$ cat src/rtl/ev22_exec.sv
// EV22 execute stage: three general registers, a single-cycle ALU with status flags,
// and a side-load port for initialising the registers before a program runs.
module ev22_exec #(
   parameter int WIDTH = 8
) (
   input  logic             clk,
   input  logic             reset,
   input  logic             in_valid,
   input  logic [1:0]       sel_a,
   input  logic [1:0]       sel_b,
   input  logic [3:0]       alu,
   input  logic             save0,
   input  logic             save1,
   input  logic             save2,
   input  logic             ld_en,
   input  logic [1:0]       ld_sel,
   input  logic [WIDTH-1:0] ld_data,
   output logic [WIDTH-1:0] reg0,
   output logic [WIDTH-1:0] reg1,
   output logic [WIDTH-1:0] reg2,
   output logic [WIDTH-1:0] result,
   output logic             out_valid,
   output logic             illegal,
   output logic             flag_z,
   output logic             flag_c,
   output logic             flag_v,
   output logic             ld_drop
);

   localparam int MSB = WIDTH - 1;
   localparam logic [WIDTH-1:0] ONE = WIDTH'(1);

   logic [WIDTH-1:0] opa;
   logic [WIDTH-1:0] opb;
   logic [WIDTH:0]   ext;
   logic [WIDTH-1:0] res;
   logic             cnew;
   logic             vnew;
   logic             legal;
   logic             flagop;
   logic             exec;
   logic             doload;

   // Operand selection reads the current (pre-write) register contents.
   always_comb begin
      opa = '0;
      case (sel_a)
         2'd0:    opa = reg0;
         2'd1:    opa = reg1;
         2'd2:    opa = reg2;
         default: opa = '0;
      endcase
      opb = '0;
      case (sel_b)
         2'd0:    opb = reg0;
         2'd1:    opb = reg1;
         2'd2:    opb = reg2;
         default: opb = '0;
      endcase
   end

   // Arithmetic runs one bit wider so the top bit carries the carry or borrow.
   always_comb begin
      ext  = '0;
      cnew = 1'b0;
      vnew = 1'b0;
      case (alu)
         4'h0: ext = {1'b0, opa};
         4'h1: ext = {1'b0, opb};
         4'h2: begin
            ext  = {1'b0, opa} + {1'b0, opb};
            cnew = ext[WIDTH];
            vnew = (opa[MSB] == opb[MSB]) && (ext[MSB] != opa[MSB]);
         end
         4'h3: begin
            ext  = {1'b0, opa} - {1'b0, opb};
            cnew = ext[WIDTH];
            vnew = (opa[MSB] != opb[MSB]) && (ext[MSB] != opa[MSB]);
         end
         4'h4: begin
            ext  = {1'b0, opa} + {1'b0, ONE};
            cnew = ext[WIDTH];
            vnew = !opa[MSB] && ext[MSB];
         end
         4'h5: begin
            ext  = {1'b0, opa} - {1'b0, ONE};
            cnew = ext[WIDTH];
            vnew = opa[MSB] && !ext[MSB];
         end
         4'h6:    ext = {1'b0, opa & opb};
         4'h7:    ext = {1'b0, opa | opb};
         4'h8:    ext = {1'b0, opa ^ opb};
         4'h9:    ext = {1'b0, ~opa};
         default: ext = '0;
      endcase
      res = ext[WIDTH-1:0];
   end

   assign legal  = (alu <= 4'h9);
   assign flagop = legal && (alu >= 4'h2);
   assign exec   = in_valid && legal;
   assign doload = ld_en && !in_valid;

   // A valid instruction always wins over a side-load in the same cycle.
   always_ff @(posedge clk) begin
      if (reset) begin
         reg0      <= '0;
         reg1      <= '0;
         reg2      <= '0;
         result    <= '0;
         out_valid <= 1'b0;
         illegal   <= 1'b0;
         ld_drop   <= 1'b0;
         flag_z    <= 1'b0;
         flag_c    <= 1'b0;
         flag_v    <= 1'b0;
      end else begin
         out_valid <= in_valid;
         illegal   <= in_valid && !legal;
         ld_drop   <= ld_en && in_valid;
         if (in_valid)
            result <= legal ? res : '0;
         if (exec) begin
            if (save0) reg0 <= res;
            if (save1) reg1 <= res;
            if (save2) reg2 <= res;
         end else if (doload) begin
            if (ld_sel == 2'd0) reg0 <= ld_data;
            if (ld_sel == 2'd1) reg1 <= ld_data;
            if (ld_sel == 2'd2) reg2 <= ld_data;
         end
         if (in_valid && flagop) begin
            flag_z <= (res == '0);
            flag_c <= cnew;
            flag_v <= vnew;
         end
      end
   end

endmodule

$ cat config.mk
export PLATFORM = sky130hd
export DESIGN_NAME = ev22_exec
export DESIGN_NICKNAME = d
export VERILOG_FILES = /design/src/rtl/ev22_exec.sv
export SDC_FILE = /design/constraint.sdc
export NUM_CORES = 1
export LEC_CHECK = 0
export ABC_AREA = 1
export CORE_MARGIN = 1.5
export CORE_UTILIZATION = 45
export CTS_BUF_LIST = sky130_fd_sc_hd__clkbuf_16
export CTS_CLUSTER_DIAMETER = 40
export DETAILED_ROUTE_END_ITERATION = 10
export PLACE_DENSITY = 0.69
export SLEW_MARGIN = 30
export SYNTH_ARGS = -nofsm -noshare
export SYNTH_HDL_FRONTEND = slang
export SYNTH_SLANG_ARGS = --single-unit
$ cat constraint.sdc
create_clock -name clk -period 5.39 [get_ports clk]
set_input_delay 0.8085 -clock clk [delete_from_list [all_inputs] [get_ports clk]]
set_output_delay 0.8085 -clock clk [all_outputs]
set_load 0.03 [all_outputs]
Word-level counts from Yosys, hierarchy flattened

Cells that the tools add are included.

Add/subtract/negate cells: 4
$mul: 0
Divide/modulo/power cells: 0
Order comparisons: 2
Equal/unequal tests: 22
Shifts and indexed selects: 0
Mux-type cells: 18
Bitwise gates (word level): 4
Reductions and logical operators: 26

Operators with widths:

| operator                                                           | number |
|---|---|
| 8-bit two-way mux                                                  | 13 |
| 8-bit case mux with 10 select lines                                | 1 |
| 8-bit case mux with 3 select lines                                 | 2 |
| 4-bit by 3-bit == test with 1-bit output, second input constant    | 4 |
| 1-bit logical AND                                                  | 10 |
| 8-bit by 1-bit adder with 9-bit output, second input constant      | 1 |
| 8-bit by 8-bit adder with 9-bit output                             | 1 |
| 3-bit AND reduction                                                | 3 |
| 8-bit by 1-bit subtractor with 9-bit output, second input constant | 1 |
| 8-bit by 8-bit subtractor with 9-bit output                        | 1 |
| 8-bit bitwise AND                                                  | 1 |
| 4-bit by 2-bit == test with 1-bit output, second input constant    | 2 |
| 4-bit == test, second input constant                               | 2 |
| 8-bit zero test                                                    | 1 |
| 8-bit NOT                                                          | 1 |
| 8-bit OR                                                           | 1 |
| 1-bit case mux with 4 select lines                                 | 2 |
| 2-bit nonzero test                                                 | 4 |
| 8-bit XOR                                                          | 1 |
| 2-bit by 1-bit == test with 1-bit output, second input constant    | 3 |
| 2-bit == test, second input constant                               | 3 |
| 2-bit zero test                                                    | 3 |
| 2-bit inequality test, second input constant                       | 3 |
| 4-bit by 1-bit == test with 1-bit output, second input constant    | 1 |
| other kinds (6)                                                    | 11 |

Register bits: 38
Latch bits: 0
Bits in writable memories: 0
Memory bits (read-only): 0
Bits of input ports: 25
Output and inout bits: 38
Word-level logic and storage cells: 86
Memories: 0

Depth between registers and ports, before layout

Depth after elaboration: 6
Gate-level depth with buffers: 20
Gate-level depth less buffers: 20

Worst setup path before layout

OpenSTA, ideal clock, no wires.

Path kind: input -> register
Start point: input sel_a[1]
End point: register reg0[6]
Library setup time: 0.111 ns
Data arrival time: 2.935 ns
Required time: 5.279 ns
Path slack: 2.344 ns
Cell stages on the path: 19
Path buffers: 1
Cell sequence: buf_6 -> nor2_8 -> nand2_1 -> nand3_2 -> inv_1 -> ha_1 -> fa_1 -> inv_1 -> nand3_1 -> nand3_1 -> nand2_1 -> inv_1 -> nor2_1 -> nor2_1 -> nand3_2 -> o21ai_2 -> nand3_1 -> nand3_1 -> inv_1

Longest elaborated chain between the ends: 6
Elaborated cells between the ends (all ways): 15
Those cells by class: 4 x add/sub; 2 x eq/ne; 4 x mux; 4 x bitwise; 1 x reduce/logical

Ends and longest elaborated chain:

| item                                                                | RTL line | text |
|---|---|---|
| start: declaration                                                  | 9        | `input logic [1:0] sel_a,` |
| 2-bit == test (tied with other cells)                               | 47       | `case (sel_a)` |
| 8-bit case mux with 3 select lines (*)                              | 47       |  |
| 8-bit by 1-bit subtractor with 9-bit output (tied with other cells) | 86       | `ext = {1'b0, opa} - {1'b0, ONE};` |
| 8-bit case mux with 10 select lines (*)                             | 67       | `case (alu)` |
| 8-bit two-way mux (*)                                               | 124      | `if (save0) reg0 <= res;` |
| 8-bit two-way mux (*)                                               | 123      | `if (exec) begin` |
| end signal: assignment                                              | 124      |  |
| end signal: assignment                                              | 128      | `if (ld_sel == 2'd0) reg0 <= ld_data;` |
| end: declaration                                                    | 18       | `output logic [WIDTH-1:0] reg0,` |

Mark *: on every way between the ends. The rest lies on a longest branch, timed or not. The select of a mux whose other input is x is not followed.
A chain may end at the register's enable or synchronous reset.

Worst setup path in the final report

Start point: input sel_a[0]
End point: register reg0[6]

The elaborated chain is that of the path after synthesis.

==> summary.md <==
| Metric | Value |
|---|---|
| Status | finished clean |
| Root Driver | clkbuf_16 |
| PD cells | 233.8 mW/mm^2 |
| First-pass DRT Iterations | 5 |
| Total Wirelength | 13.72 mm |
| Clock network power share | 0.348 |
| Clock Latency Late Sink | 0.28 ns |
| Sum Neg Setup Slack | 0 ns |
| Iter 0 DRT Violations | 348 |
| Synth warn | 0 |
| Dpl ws | 1.051 ns |
| Leading cell type in the layout, fill and taps excluded | nand2_1 |
| Post-route ant nets | 0 |
| Remaining Overflow, GRT | 0 |
| Layout cells sized above 1 | 0.06169 |
| CTS max path bufs | 2 |
| Final WS setup | 1.276 ns |
| Routed wire per std cell | 17.10 um |
| Syn avg cell area | 5.983 sq um |
| Vias per cell | 5.557 |
| Sequential Power Share | 0.293 |
| Clock skew | 0.005905 ns |
| I/O Pins | 63 |
| Critical Path RT | 5.56 ns |
| Startpoint Class | primary input |
| Initial Utilization | 0.4667 |
| Detailed-route DRC error count | 0 |
| Clock Sinks | 38 |
| CTS H-Tree Depth | 2 |
| Post-layout minimum cycle time | 4.114 ns |
| IO buf count | 62 |
| CTS clock-pin slew for the worst setup and hold paths | 0.06 ns |
| FF+latch count, synth | 38 |
| CTS buffer count | 5 |
| Peak supply drop | 0.2261 mV |
| CP endpoint kind | register |
| CTS Hold Bufs | 0 |
| Initial antenna violation count | 0 |
| Setup Buffers After CTS | 0 |
| Crit path max fanout | 9 |
| Setup-failing EPs final | 0 |
| Post_cts resized | 0 |
| Logic pwr share | 0.359 |
| Slew of the pin with the lowest slew margin | 0.9603 ns |
| Sw Pwr | 0.3984 mW |
| Row count | 33 |
| Crit path arrival time | 4.29 ns |
| Critical setup path kind | in -> reg |
| Tot GR Track Use | 0.3144 |
| Seq/Total Area, Yosys | 0.1984 |
| Antenna Cells | 0 |
| Max_slew headroom | 0.3575 |
| Synthesized Nets | 697 |
| RSZ-0062 raised after global routing | no |
| Via count | 4457 |
| TritonCTS clock tree | done |
| Netlist cell types | 32 |
| Post-DP HPWL | 11.00 mm |
| HP Class | reg -> reg |
| Area Overhead vs Synth | 22.68% |
| Die Wd | 95.32 um |
| Core footprint | 0.008217 sq mm |
| Pint | 0.7014 mW |
| Final Max Slew Viols | 0 |
| Final core occ | 0.5726 |
| Final Cycle Share | 0.7633 |
| FMAX | 243.1 MHz |
| Die span in y | 95.32 um |
| Max-Cap Viols | 0 |
| Die area | 0.009085 sq mm |
| Largest net degree at the start of global routing | 25 |
| Synthesized area | 0.003835 sq mm |
| Most frequent cells in the layout | 186 x nand2_1, 92 x nand3_1, 89 x inv_1 |
| Net Sw Frac | 0.3622 |
| Vias in the first global route | 4277 |
| Fin nets | 752 |
| Final hold vios | 0 |
| First-pass GRT wire length | 21.71 mm |
| Pleak | 2.356 nW |
| Gate Count Post-Synth | 641 |
| Placer Congestion | 1.054 |
worst paths after layout:
path                            slack (ns)       from   endpoint  depth (start not counted)
worst min-delay path                  0.47  result[6]  result[6]                          2
worst max register to register        2.41    reg2[3]    reg1[4]                         15
worst min register to register        0.47  result[6]  result[6]                          2
worst max-delay path                  1.28   sel_a[0]    reg0[6]                         20
area by class of cell:
class	count	area, sq um
Multi-Input combinational cell	494	2634
Clock buffer	5	125.1
Sequential cell	38	760.7
Inverter	95	364.1
Fill cell	825	3512
Tap cell	105	131.4
Timing Repair Buffer	62	620.6
Clock inverter	3	68.82
synth_stat cells:
library cell | count | area share
o2111ai_1 | 1 | 0.0023
nand3_1 | 92 | 0.12
o211ai_1 | 6 | 0.012
inv_4 | 3 | 0.0049
buf_2 | 6 | 0.0078
a21oi_1 | 25 | 0.033
nor2_4 | 2 | 0.0059
xnor2_1 | 1 | 0.0023
o21a_1 | 1 | 0.0020
dfxtp_1 | 38 | 0.20
inv_2 | 3 | 0.0029
buf_6 | 2 | 0.0059
nand2_1 | 186 | 0.18
nand2_2 | 4 | 0.0065
nand4_1 | 15 | 0.024
nor3_1 | 4 | 0.0052
inv_1 | 89 | 0.087
o21ai_0 | 29 | 0.038
nor2_8 | 1 | 0.0052
nand3_2 | 9 | 0.023
o21bai_1 | 17 | 0.033
o21ai_2 | 2 | 0.0046
or2_2 | 3 | 0.0049
nand4_2 | 1 | 0.0033
clkbuf_2 | 1 | 0.0013
nand3_4 | 2 | 0.0091
a21boi_0 | 1 | 0.0020
ha_1 | 29 | 0.095
nor2_2 | 5 | 0.0082
nor2_1 | 56 | 0.055
fa_1 | 2 | 0.010
clkbuf_1 | 5 | 0.0049
flip-flops by register name (all words and copies together), names as in the netlist:
name,cells
reg1,8
ld_drop,1
illegal,1
flag_c,1
flag_v,1
reg2,8
reg0,8
result,8
out_valid,1
flag_z,1
worst max-delay path: stages:
cell and delay [ns]:
clkdlybuf4s50_1 0.80, inv_4 0.10, nor2_1 0.17, nand2_1 0.09, nand3_2 0.13, inv_1 0.19
ha_1 0.26, fa_1 0.41, inv_1 0.12, nand3_1 0.13, nand3_1 0.11, nand2_1 0.05
inv_1 0.10, nor2_1 0.06, nor2_1 0.13, nand3_2 0.12, o21ai_2 0.22, nand3_1 0.11
nand3_1 0.09, inv_1 0.07
cell families (layout without fill, tap and decap cells):
group           after synthesis  count (layout)  synth area share
compound gates               82              82            0.1263
simple gates                380             380            0.4532
fa+ha+maj                    31              31            0.1051
flops                        38              38            0.1984
xor+xnor                      1               1          0.002284
buf+inv                     109             165            0.1148
metrics by stage:
| step | hold slack (ns) | cell area, sq um | total power, mW | instances |
|---|---|---|---|---|
| after global routing | 0.4845 | 4705 | 1.153 | 802 |
| after floorplan | 0.5858 | 3835 | 0.5807 | 641 |
| after global placement | 0.4538 | 4511 | 0.7096 | 794 |
| after detailed placement | 0.4553 | 4511 | 0.7144 | 794 |
| after CTS | 0.4645 | 4705 | 1.095 | 802 |
| final | 0.4657 | 4705 | 1.100 | 802 |
power groups by stage:
stage / logic [mW] / clock network [mW] / registers, mW
2_1_floorplan: 0.223 / 0 / 0.358
3_3_place_gp: 0.382 / 0 / 0.328
3_5_place_dp: 0.387 / 0 / 0.327
4_1_cts: 0.389 / 0.385 / 0.322
5_1_grt: 0.432 / 0.397 / 0.324
6_report: 0.395 / 0.382 / 0.323
per-layer routing:
layer / GRT usage / wire (um)
met5: 0 / 0
met4: 0.1418 / 519
met3: 0.03349 / 833
met2: 0.5567 / 6753
met1: 0.3790 / 5610
Note: power is estimated with default switching activity, not from simulation.
